$ cat config.mk
export PLATFORM = sky130hd
export DESIGN_NAME = button_pulse_gen
export DESIGN_NICKNAME = d
export VERILOG_FILES = /design/src/rtl/timer_pkg.sv /design/src/rtl/sync_2ff.sv /design/src/rtl/button_pulse_gen.sv
export SDC_FILE = /design/constraint.sdc
export NUM_CORES = 1
export LEC_CHECK = 0
export ABC_AREA = 1
export ABC_CLOCK_PERIOD_IN_PS = 3100
export CORE_ASPECT_RATIO = 1.2
export CORE_MARGIN = 3
export CORE_UTILIZATION = 45
export DETAILED_ROUTE_END_ITERATION = 12
export PLACE_DENSITY = 0.67
export SYNTH_ARGS = -nofsm -noshare
export SYNTH_HDL_FRONTEND = slang
export SYNTH_SLANG_ARGS = --single-unit
$ cat constraint.sdc
create_clock -name clk -period 3.1 [get_ports clk]
set_input_delay 0.775 -clock clk [delete_from_list [all_inputs] [get_ports clk]]
set_output_delay 0.775 -clock clk [all_outputs]
set_load 0.1 [all_outputs]
$ cat src/rtl/timer_pkg.sv
//------------------------------------------------------------------------------
// Module      : timer_pkg
// Description : Shared FSM encodings and debounce default for button inputs.
// Revision    : 1.0 - initial release
//------------------------------------------------------------------------------
`default_nettype none

package timer_pkg;

  localparam int DEFAULT_DEBOUNCE_CYCLES = 500000;

  typedef logic [1:0] state_t;

  localparam state_t ST_IDLE       = 2'd0;
  localparam state_t ST_CONF_PRESS = 2'd1;
  localparam state_t ST_HELD       = 2'd2;
  localparam state_t ST_CONF_REL   = 2'd3;

endpackage : timer_pkg

`default_nettype wire

$ cat src/rtl/sync_2ff.sv
//------------------------------------------------------------------------------
// Module      : sync_2ff
// Description : 1-bit two-flop synchroniser with asynchronous active-low clear.
// Revision    : 1.0 - initial release
//------------------------------------------------------------------------------
`default_nettype none

module sync_2ff (
  input  logic clk,
  input  logic rst_n,
  input  logic d,
  output logic q
);

  logic r_s1;
  logic r_s2;

  always_ff @(posedge clk or negedge rst_n) begin
    if (!rst_n) begin
      r_s1 <= 1'b0;
      r_s2 <= 1'b0;
    end else begin
      r_s1 <= d;
      r_s2 <= r_s1;
    end
  end

  assign q = r_s2;

endmodule : sync_2ff

`default_nettype wire

$ cat src/rtl/button_pulse_gen.sv
//------------------------------------------------------------------------------
// Module      : button_pulse_gen
// Description : Debounced push-button to one-cycle press/release strobes.
// Revision    : 1.0 - initial release
//------------------------------------------------------------------------------
`default_nettype none

module button_pulse_gen
  import timer_pkg::*;
#(
  parameter int DEBOUNCE_CYCLES = DEFAULT_DEBOUNCE_CYCLES
) (
  input  logic clk,
  input  logic rst_n,
  input  logic btn_in,
  output logic pulse,
  output logic release_pulse,
  output logic btn_level
);

  localparam int CNT_W = $clog2(DEBOUNCE_CYCLES);
  localparam logic [CNT_W-1:0] c_cnt_max = CNT_W'(DEBOUNCE_CYCLES - 1);

  logic             w_btn_s;
  logic             w_cnt_done;
  state_t           r_state;
  state_t           w_state_nxt;
  logic [CNT_W-1:0] r_cnt;
  logic [CNT_W-1:0] w_cnt_nxt;
  logic             r_pulse;
  logic             r_release;
  logic             r_level;
  logic             w_pulse_nxt;
  logic             w_release_nxt;
  logic             w_level_nxt;

  sync_2ff u_sync (
    .clk   (clk),
    .rst_n (rst_n),
    .d     (btn_in),
    .q     (w_btn_s)
  );

  assign w_cnt_done = (r_cnt == c_cnt_max);

  // State register; strobes and level are registered alongside the state.
  always_ff @(posedge clk or negedge rst_n) begin
    if (!rst_n) begin
      r_state   <= ST_IDLE;
      r_cnt     <= '0;
      r_pulse   <= 1'b0;
      r_release <= 1'b0;
      r_level   <= 1'b0;
    end else begin
      r_state   <= w_state_nxt;
      r_cnt     <= w_cnt_nxt;
      r_pulse   <= w_pulse_nxt;
      r_release <= w_release_nxt;
      r_level   <= w_level_nxt;
    end
  end

  always_comb begin
    w_state_nxt = r_state;
    w_cnt_nxt   = r_cnt;
    case (r_state)
      ST_IDLE: begin
        if (w_btn_s) begin
          w_state_nxt = ST_CONF_PRESS;
          w_cnt_nxt   = '0;
        end
      end
      ST_CONF_PRESS: begin
        if (!w_btn_s) begin
          w_state_nxt = ST_IDLE;
          w_cnt_nxt   = '0;
        end else if (w_cnt_done) begin
          w_state_nxt = ST_HELD;
          w_cnt_nxt   = '0;
        end else begin
          w_cnt_nxt   = r_cnt + CNT_W'(1);
        end
      end
      ST_HELD: begin
        if (!w_btn_s) begin
          w_state_nxt = ST_CONF_REL;
          w_cnt_nxt   = '0;
        end
      end
      ST_CONF_REL: begin
        if (w_btn_s) begin
          w_state_nxt = ST_HELD;
          w_cnt_nxt   = '0;
        end else if (w_cnt_done) begin
          w_state_nxt = ST_IDLE;
          w_cnt_nxt   = '0;
        end else begin
          w_cnt_nxt   = r_cnt + CNT_W'(1);
        end
      end
      default: begin
        w_state_nxt = ST_IDLE;
        w_cnt_nxt   = '0;
      end
    endcase
  end

  // Level follows the upcoming state so it moves in the same cycle as a strobe.
  always_comb begin
    w_pulse_nxt   = (r_state == ST_CONF_PRESS) && w_btn_s && w_cnt_done;
    w_release_nxt = (r_state == ST_CONF_REL) && !w_btn_s && w_cnt_done;
    w_level_nxt   = (w_state_nxt == ST_HELD) || (w_state_nxt == ST_CONF_REL);
  end

  assign pulse         = r_pulse;
  assign release_pulse = r_release;
  assign btn_level     = r_level;

endmodule : button_pulse_gen

`default_nettype wire

==> metrics <==
Clk pin slew, worst setup/hold paths 0.14 ns; initial antenna violation count 0; unrepaired setup endpoints after global routing false; Diodes inserted 0; GP Congestion 0.829; largest area contributor in the netlist dfrtp_1; Yosys cell types 29; Yosys top cell area share 0.447; number of cells on the worst reg-to-reg path 7; WHS Endpoint u_sync.q; Detail Route Antenna Nets 0; Top FF cell, synth dfrtp_1; row count 22; cell family with most CP delay flip-flops; CP Launch Type flop; Worst Path Arrival 0.96 ns; Total GRT Usage 0.158; Critical Path Stages 1; Gate Count Post-Synth 182; core area 0.00308 sq mm; Hold WC Path Type reg2reg; Die X 57.9 um; largest family of logic cells by synthesized area simple AND/OR/NAND/NOR gates; final hold violation count 0; die area 0.00396 sq mm; PD cells 390 mW/mm^2; Remaining DRCs 0; Tmin final 1.74 ns; r2r setup slk 1.54 ns; Synth Area in XOR/XNOR 0.0601; setup TNS 0 ns; first-pass GRT wire length 4690 um; Seq/Total Area, Yosys 0.447; CTS tree built; Max Root-Sink Buffers 2; Synth Area in Adders 0.00859; Post-synth EDFFs 0; slew margin rel. 0.696; Buffers & Inverters on Critical Path 1; synth warn 0; Worst-Margin Slew 0.456 ns; Final #Nets 193; CTS Sinks 26; CTS Hold Bufs 0; placed wire-length estimate 2020 um; worst setup path start release_pulse; Mapped Area 0.00146 sq mm; Post-CTS Setup Repair Bufs 0; Resized cells post-CTS 0; Seq cells post-synth 26; slowest CP cell dfrtp_1; Starting DRT DRC Count 30; Post-synth ARST share 1.00; Area contributors post-synth dfrtp_1 (45%), nand2_1 (12%), xor2_1 (5.4%), inv_1 (4.9%), nand3_1 (4.8%); WP data required 2.32 ns; setup violators final 0; mean post-synth cell area 8.00 sq um; Critical Path Max Stage Delay 0.35 ns; Net Count, Synth 186; drt via density 5.18; clk_lat worst skew 0.34 ns; Vias 1160; WHS Path Cells 0; worst setup skew after layout 0.00873 ns; outcome finished, final reports clean; f_max 576 MHz; Reg-to-Reg Start r_cnt[0]; worst r2r dst r_cnt[12]; Routed wire per std cell 12.5 um; Total Wirelength 2800 um; simple-gate portion of the synthesized area 0.300; Num CTS Buffers 3; period utilization 0.560; critical path, cell by cell buf_4; IO buf count 5; Initial Util 0.472; Syn-to-layout area delta 8.16%; Finished Cell Area 0.00158 sq mm; Worst IR Drop VDD 0.000301 V; H-tree Lvls 1; Static Leak 0.000687 uW; CP Class reg2out; worst hold start u_sync.r_s1; largest net degree at the start of global routing 27; Post-DP Area 0.00152 sq mm; vias in the first global route 1063; Compound-Gate Fraction of Synth Area 0.108; total chip power 615 uW; crit path capture type output port; layout cell share with drive strength beyond 1 0.133; number of max-slew violations in the final report 0; GR Overflow Total 0; Boundary Pins 6; mux contribution to synthesized area 0; clk root buf clkbuf_4; Max-cap violations 0; die span in y 68.3 um; first drt pass iteration count 4; crit path max fanout 1
cells in the mapped netlist, types with 2 or more instances:
library cell,number
nand2_1,47
dfrtp_1,26
inv_1,19
nor2_1,16
nand3_1,14
xor2_1,9
a21oi_1,8
o21ai_1,6
nor2_2,5
nand4_1,4
o22ai_1,4
inv_2,3
o21ai_0,3
buf_2,2
o21ai_2,2
state kept, by name (all words and copies together), names as in the netlist:
name / flops
btn_level: 1
u_sync.q: 1
pulse: 1
r_state: 2
u_sync.r_s1: 1
release_pulse: 1
r_cnt: 19
how the worst max path moves through the flow:
stage	to
after floorplan	btn_level
after global placement	r_cnt[12]
after detailed placement	r_cnt[12]
after CTS	release_pulse
after global routing	btn_level
final	release_pulse
cell usage in the layout (no fill, tap or decap), drive strengths merged, types with 2 or more instances in the layout:
cell / n
clkdlybuf4s50: 2
dfrtp: 26
xor2: 9
nand3: 16
inv: 22
o21ai: 11
a21oi: 9
nand2: 49
nand4: 4
clkbuf: 3
nor2: 22
o22ai: 4
buf: 4
cells by family (layout without fill, tap and decap cells):
group,after synthesis,after routing
AO/OA/AOI/OAI,26,26
XOR/XNOR,10,10
adder cells (fa/ha/maj),1,1
buffers and inverters,26,32
flip-flops,26,26
AND/OR/NAND/NOR,93,93
metrics by stage:
| stage | hold slack [ns] | instances | setup WS [ns] | utilization |
|---|---|---|---|---|
| 2_1_floorplan | 0.331 | 182 | 1.44 | - |
| 3_5_place_dp | 0.346 | 220 | 1.55 | 0.494 |
| 5_1_grt | 0.399 | 224 | 1.31 | 0.511 |
| 3_3_place_gp | 0.346 | 220 | 1.59 | 0.494 |
| 6_report | 0.374 | 224 | 1.36 | 0.511 |
| 4_1_cts | 0.378 | 224 | 1.35 | 0.511 |
layer usage:
layer  up-vias  share of wire  track usage
met5         -              0            0
met2        14           0.46        0.264
met1       533           0.48        0.190
met4         0          0.027       0.0841
met3         6          0.029       0.0321
li1        607              -            -
power breakdown:
group	leakage [uW]	internal, uW	switching (uW)
sequential	0.000355	343	2.62
combinational	0.000304	8.75	21.3
clock	0.0000279	131	108
layout make-up:
class | count | area [sq um]
fill | 281 | 1510
clock inverter | 1 | 30.0
inverter | 22 | 82.6
timing repair buffer | 6 | 50.0
multi-input combinational | 130 | 694
sequential | 26 | 651
clock buffer | 3 | 22.5
tap | 36 | 45.0
Note: power is estimated with default switching activity, not from simulation.
==> RTL change 1 (same settings) <==
Remove the register `r_pulse`: a continuous assignment takes its place, so the output `pulse` follows one clock earlier.
--- a/src/rtl/button_pulse_gen.sv
+++ b/src/rtl/button_pulse_gen.sv
@@ -48,17 +48,17 @@
     if (!rst_n) begin
       r_state   <= ST_IDLE;
       r_cnt     <= '0;
-      r_pulse   <= 1'b0;
       r_release <= 1'b0;
       r_level   <= 1'b0;
     end else begin
       r_state   <= w_state_nxt;
       r_cnt     <= w_cnt_nxt;
-      r_pulse   <= w_pulse_nxt;
       r_release <= w_release_nxt;
       r_level   <= w_level_nxt;
     end
   end
+
+  assign r_pulse = w_pulse_nxt;
 
   always_comb begin
     w_state_nxt = r_state;
Formal check against the unedited RTL: no difference found for any inputs over 10 cycles, from zero or initial values and one cycle with rst_n low; that may be too few to reach the edited logic, so the function may still have changed.
==> RTL change 1 against the original RTL <==
Setup slack got worse by 0.82 ns. Design area shrank 3.3%. Sequential cell count fell by 1. Routed wire length rose by 3.7%. Power fell by 17%. Synthesized area fell by 1.7%. Fmax shrank 32%. Critical path type unchanged. Highest routed layer unchanged.
==> RTL change 1: results (changes against the original RTL) <==
{
  "place": {
    "detailedPlacementHpwl": {"value": 2.097, "unit": "mm", "change": "was 2.023 mm"},
    "pre_cts_slack": {"value": 0.9134, "unit": "ns", "change": "was 1.548 ns"},
    "place_congestion": {"value": 0.8186, "change": "was 0.8288"},
    "placedInstanceArea": {"value": 1495, "unit": "um^2", "change": "was 1523 um^2"}
  },
  "global_route": {
    "first_global_vias": {"value": 1138, "change": "was 1063"},
    "wire_length_of_the_first_global_routing_pass": {"value": 4.974, "unit": "mm", "change": "was 4.685 mm"},
    "grt.total_usage": {"value": 16.69, "unit": "%", "change": "was 15.76%"}
  },
  "pwr": {
    "p_sw": {"value": 0.1199, "unit": "mW", "change": "was 0.1316 mW"},
    "largest_voltage_drop_on_the_vdd_net": {"value": 0.2436, "unit": "mV", "change": "was 0.3006 mV"},
    "power.static_leakage": {"value": 0.6632, "unit": "nW", "change": "was 0.6874 nW"}
  },
  "yosys": {
    "ys_seq_area_share": {"value": 43.71, "unit": "%", "change": "was 44.67%"},
    "synth.cells.most_frequent": {"value": "sky130_fd_sc_hd__nand2_1, sky130_fd_sc_hd__dfrtp_1, sky130_fd_sc_hd__inv_1", "change": "unchanged"},
    "synthesis.instances": {"value": 181, "change": "was 182"},
    "synth.top_cells.by_area": {"value": "sky130_fd_sc_hd__dfrtp_1, sky130_fd_sc_hd__nand2_1, sky130_fd_sc_hd__xor2_1, sky130_fd_sc_hd__inv_1, sky130_fd_sc_hd__nand3_1", "change": "unchanged"}
  },
  "timing": {
    "skew": {"value": 0.008137, "unit": "ns", "change": "was 0.008726 ns"},
    "relSlewSlack": {"value": 69.30, "unit": "%", "change": "was 69.59%"},
    "timing.final.crit_period": {"value": 2.552, "unit": "ns", "change": "was 1.736 ns"}
  },
  "critical_path": {
    "cp_arrival": {"value": 1.78, "unit": "ns", "change": "was 0.96 ns"},
    "maximum_fanout_along_the_worst_path": {"value": 4, "change": "was 1"}
  },
  "routing": {
    "drt_iter0_drc": {"value": 37, "change": "was 30"},
    "detail_route.wirelength": {"value": 2.903, "unit": "mm", "change": "was 2.799 mm"},
    "route.detailed.wl_per_inst": {"value": 13.14, "unit": "um", "change": "was 12.50 um"},
    "via_per_inst": {"value": 5.276, "change": "was 5.179"}
  },
  "run_status": {
    "status": {"value": "complete, no violations", "change": "unchanged"}
  },
  "final_layout": {
    "final_nets": {"value": 192, "change": "was 193"},
    "layout.filler_cells": {"value": 277, "change": "was 281"}
  },
  "clock_network": {
    "clk_latency": {"value": 0.32, "unit": "ns", "change": "was 0.34 ns"}
  }
}
-- RTL change 1: changes by cell type after synthesis --
cell                      before  now
sky130_fd_sc_hd__dfrtp_1      26   25
-- RTL change 1: worst max-delay path, stage by stage (launching register included) --
cell	delay, ns
sky130_fd_sc_hd__dfrtp_1	0.43
sky130_fd_sc_hd__ha_1	0.20
sky130_fd_sc_hd__nand2_1	0.07
sky130_fd_sc_hd__nor2_1	0.15
sky130_fd_sc_hd__nand4_1	0.18
sky130_fd_sc_hd__nor2_1	0.12
sky130_fd_sc_hd__buf_4	0.30
-- RTL change 1: path summary, 6_finish.rpt --
path,endpoint,cells after the start,start
min,u_sync.q,0,u_sync.r_s1
max,pulse,6,r_cnt[0]
max reg2reg,r_cnt[16],6,r_state[1]
max in group asynchronous,r_cnt[10],2,rst_n
min in group asynchronous,r_cnt[11],2,rst_n
min reg2reg,u_sync.q,0,u_sync.r_s1
-- RTL change 1: kinds of logic after synthesis --
group / count (synthesis) / share of synthesized area [%]
adder cells (fa/ha/maj): 1 / 0.8740
buffers and inverters: 26 / 7.780
AO/OA/AOI/OAI: 26 / 11.01
flip-flops: 25 / 43.71
XOR/XNOR: 10 / 6.119
AND/OR/NAND/NOR: 93 / 30.51
-- RTL change 1: final cells by class --
cell class	instances	area share (%)
clock buffer	3	1.479
clock inverter	1	0.3287
inverter	22	5.423
multi-input combinational	130	45.60
sequential	25	41.08
tap	34	2.794
timing repair buffer	6	3.287
-- RTL change 1: through the flow --
stage,utilization [%],hold WS (ns)
2_1_floorplan,-,0.3312
3_3_place_gp,51.27,0.3411
3_5_place_dp,51.27,0.3511
4_1_cts,52.21,0.3828
5_1_grt,52.21,0.3872
6_report,52.21,0.3783
-- RTL change 1: layer usage --
layer,GRT usage (%),vias up,share of wire (%)
met5,0,-,0
met4,6.667,0,1.7
met2,30.08,14,50
li1,-,599,-
met3,2.294,7,2.3
met1,19.88,546,45
-- RTL change 1: power by group through the flow --
stage | Sequential [mW] | Clock, mW | Combinational, mW
after global placement | 0.339 | 0 | 0.0301
after detailed placement | 0.339 | 0 | 0.0311
after floorplan | 0.339 | 0 | 0.0180
final | 0.333 | 0.144 | 0.0303
after global routing | 0.334 | 0.164 | 0.0347
after CTS | 0.333 | 0.152 | 0.0312
==> RTL change 2 (config.mk and constraints unchanged) <==
Without the edit above. The package constant `DEFAULT_DEBOUNCE_CYCLES` goes from 500000 to 250000.
--- a/src/rtl/timer_pkg.sv
+++ b/src/rtl/timer_pkg.sv
@@ -7,7 +7,7 @@
 
 package timer_pkg;
 
-  localparam int DEFAULT_DEBOUNCE_CYCLES = 500000;
+  localparam int DEFAULT_DEBOUNCE_CYCLES = 250000;
 
   typedef logic [1:0] state_t;
 
Formal check against the unedited RTL: no difference found for any inputs over 10 cycles, from zero or initial values and one cycle with rst_n low; that may be too few to reach the edited logic, so the function may still have changed.
==> RTL change 2 against the original RTL <==
Setup slack better by 0.011 ns. Global-route usage up 0.50 points. Sequential power down 3%. Hold slack better by 0.0017 ns. Sequential cell count down 1. Register-to-register slack worse by 0.03 ns. Power down 17%. Synthesized area up 0.43%. Design area down 1.3%. Fmax up 0.63%. Routed wire length up 1.4%. Non-clock buffer count unchanged. Clock skew down 0.0077 ns. Critical endpoint is now btn_level. Largest power group unchanged.
==> RTL change 2: results (changes against the original RTL) <==
{
  "final_layout": {
    "biggestRegsByFlops": {"value": "r_cnt x18, r_state x2", "change": "was r_cnt x19, r_state x2"},
    "final_layout_size_suffix_gt1_share": {"value": 20.22, "unit": "%", "change": "was 13.30%"},
    "layout.sequential_cells": {"value": 25, "change": "was 26"},
    "layout.filler_cells": {"value": 292, "change": "was 281"},
    "multi_input_comb_area": {"value": 724.4, "unit": "um^2", "change": "was 694.4 um^2"},
    "sh_seq_area": {"value": 40.23, "unit": "%", "change": "was 41.30%"}
  },
  "global_route": {
    "first_global_vias": {"value": 1150, "change": "was 1063"},
    "grt.total_usage": {"value": 16.26, "unit": "%", "change": "was 15.76%"},
    "grt.met3_usage": {"value": 1.698, "unit": "%", "change": "was 3.208%"},
    "global_route.usage.met2": {"value": 29.66, "unit": "%", "change": "was 26.41%"}
  },
  "critical_path": {
    "r2r.worst_path.cells": {"value": 6, "change": "was 7"},
    "critical_path_startpoint": {"value": "btn_level", "change": "was release_pulse"},
    "worstSetupEndpoint": {"value": "btn_level", "change": "was release_pulse"}
  },
  "place": {
    "placedCellCount": {"value": 210, "change": "was 220"},
    "detailedPlacementHpwl": {"value": 2.077, "unit": "mm", "change": "was 2.023 mm"},
    "pre_cts_slack": {"value": 1.497, "unit": "ns", "change": "was 1.548 ns"}
  },
  "yosys": {
    "synth.cells.most_frequent": {"value": "sky130_fd_sc_hd__nand2_1, sky130_fd_sc_hd__dfrtp_1, sky130_fd_sc_hd__inv_1", "change": "unchanged"},
    "synth.top_cells.by_area": {"value": "sky130_fd_sc_hd__dfrtp_1, sky130_fd_sc_hd__nand2_1, sky130_fd_sc_hd__xor2_1, sky130_fd_sc_hd__nand3_1, sky130_fd_sc_hd__inv_1", "change": "was sky130_fd_sc_hd__dfrtp_1, sky130_fd_sc_hd__nand2_1, sky130_fd_sc_hd__xor2_1, sky130_fd_sc_hd__inv_1, sky130_fd_sc_hd__nand3_1"}
  },
  "run_status": {
    "status": {"value": "complete, no violations", "change": "unchanged"}
  },
  "pwr": {
    "power.static_leakage": {"value": 0.6983, "unit": "nW", "change": "was 0.6874 nW"},
    "largest_voltage_drop_on_the_vdd_net": {"value": 0.2103, "unit": "mV", "change": "was 0.3006 mV"}
  },
  "timing": {
    "relSlewSlack": {"value": 71.19, "unit": "%", "change": "was 69.59%"},
    "skew": {"value": 0.0009798, "unit": "ns", "change": "was 0.008726 ns"}
  },
  "routing": {
    "met3_wirelength": {"value": 72, "unit": "um", "change": "was 82 um"},
    "via_per_inst": {"value": 5.238, "change": "was 5.179"}
  }
}
-- RTL change 2: report_power, final --
group	switching [mW]	internal (mW)	leakage (nW)
Clock	0.0964	0.0483	0.0177
Combinational	0.0232	0.00990	0.340
Sequential	0.00342	0.330	0.341
-- RTL change 2: per-stage QoR --
stage / cell area [um^2] / total power [mW] / hold WS, ns
2_1_floorplan: 1463 / 0.3615 / 0.3312
3_3_place_gp: 1528 / 0.3724 / 0.3333
3_5_place_dp: 1528 / 0.3739 / 0.3498
4_1_cts: 1555 / 0.5202 / 0.3811
5_1_grt: 1555 / 0.5347 / 0.3943
6_report: 1555 / 0.5115 / 0.3762
-- RTL change 2: cells by family after synthesis --
group / Yosys count / synth area share, %
xor+xnor: 11 / 6.587
fa+ha+maj: 1 / 0.8553
compound gates: 19 / 11.89
flops: 25 / 42.77
simple gates: 90 / 30.20
buf+inv: 25 / 7.699
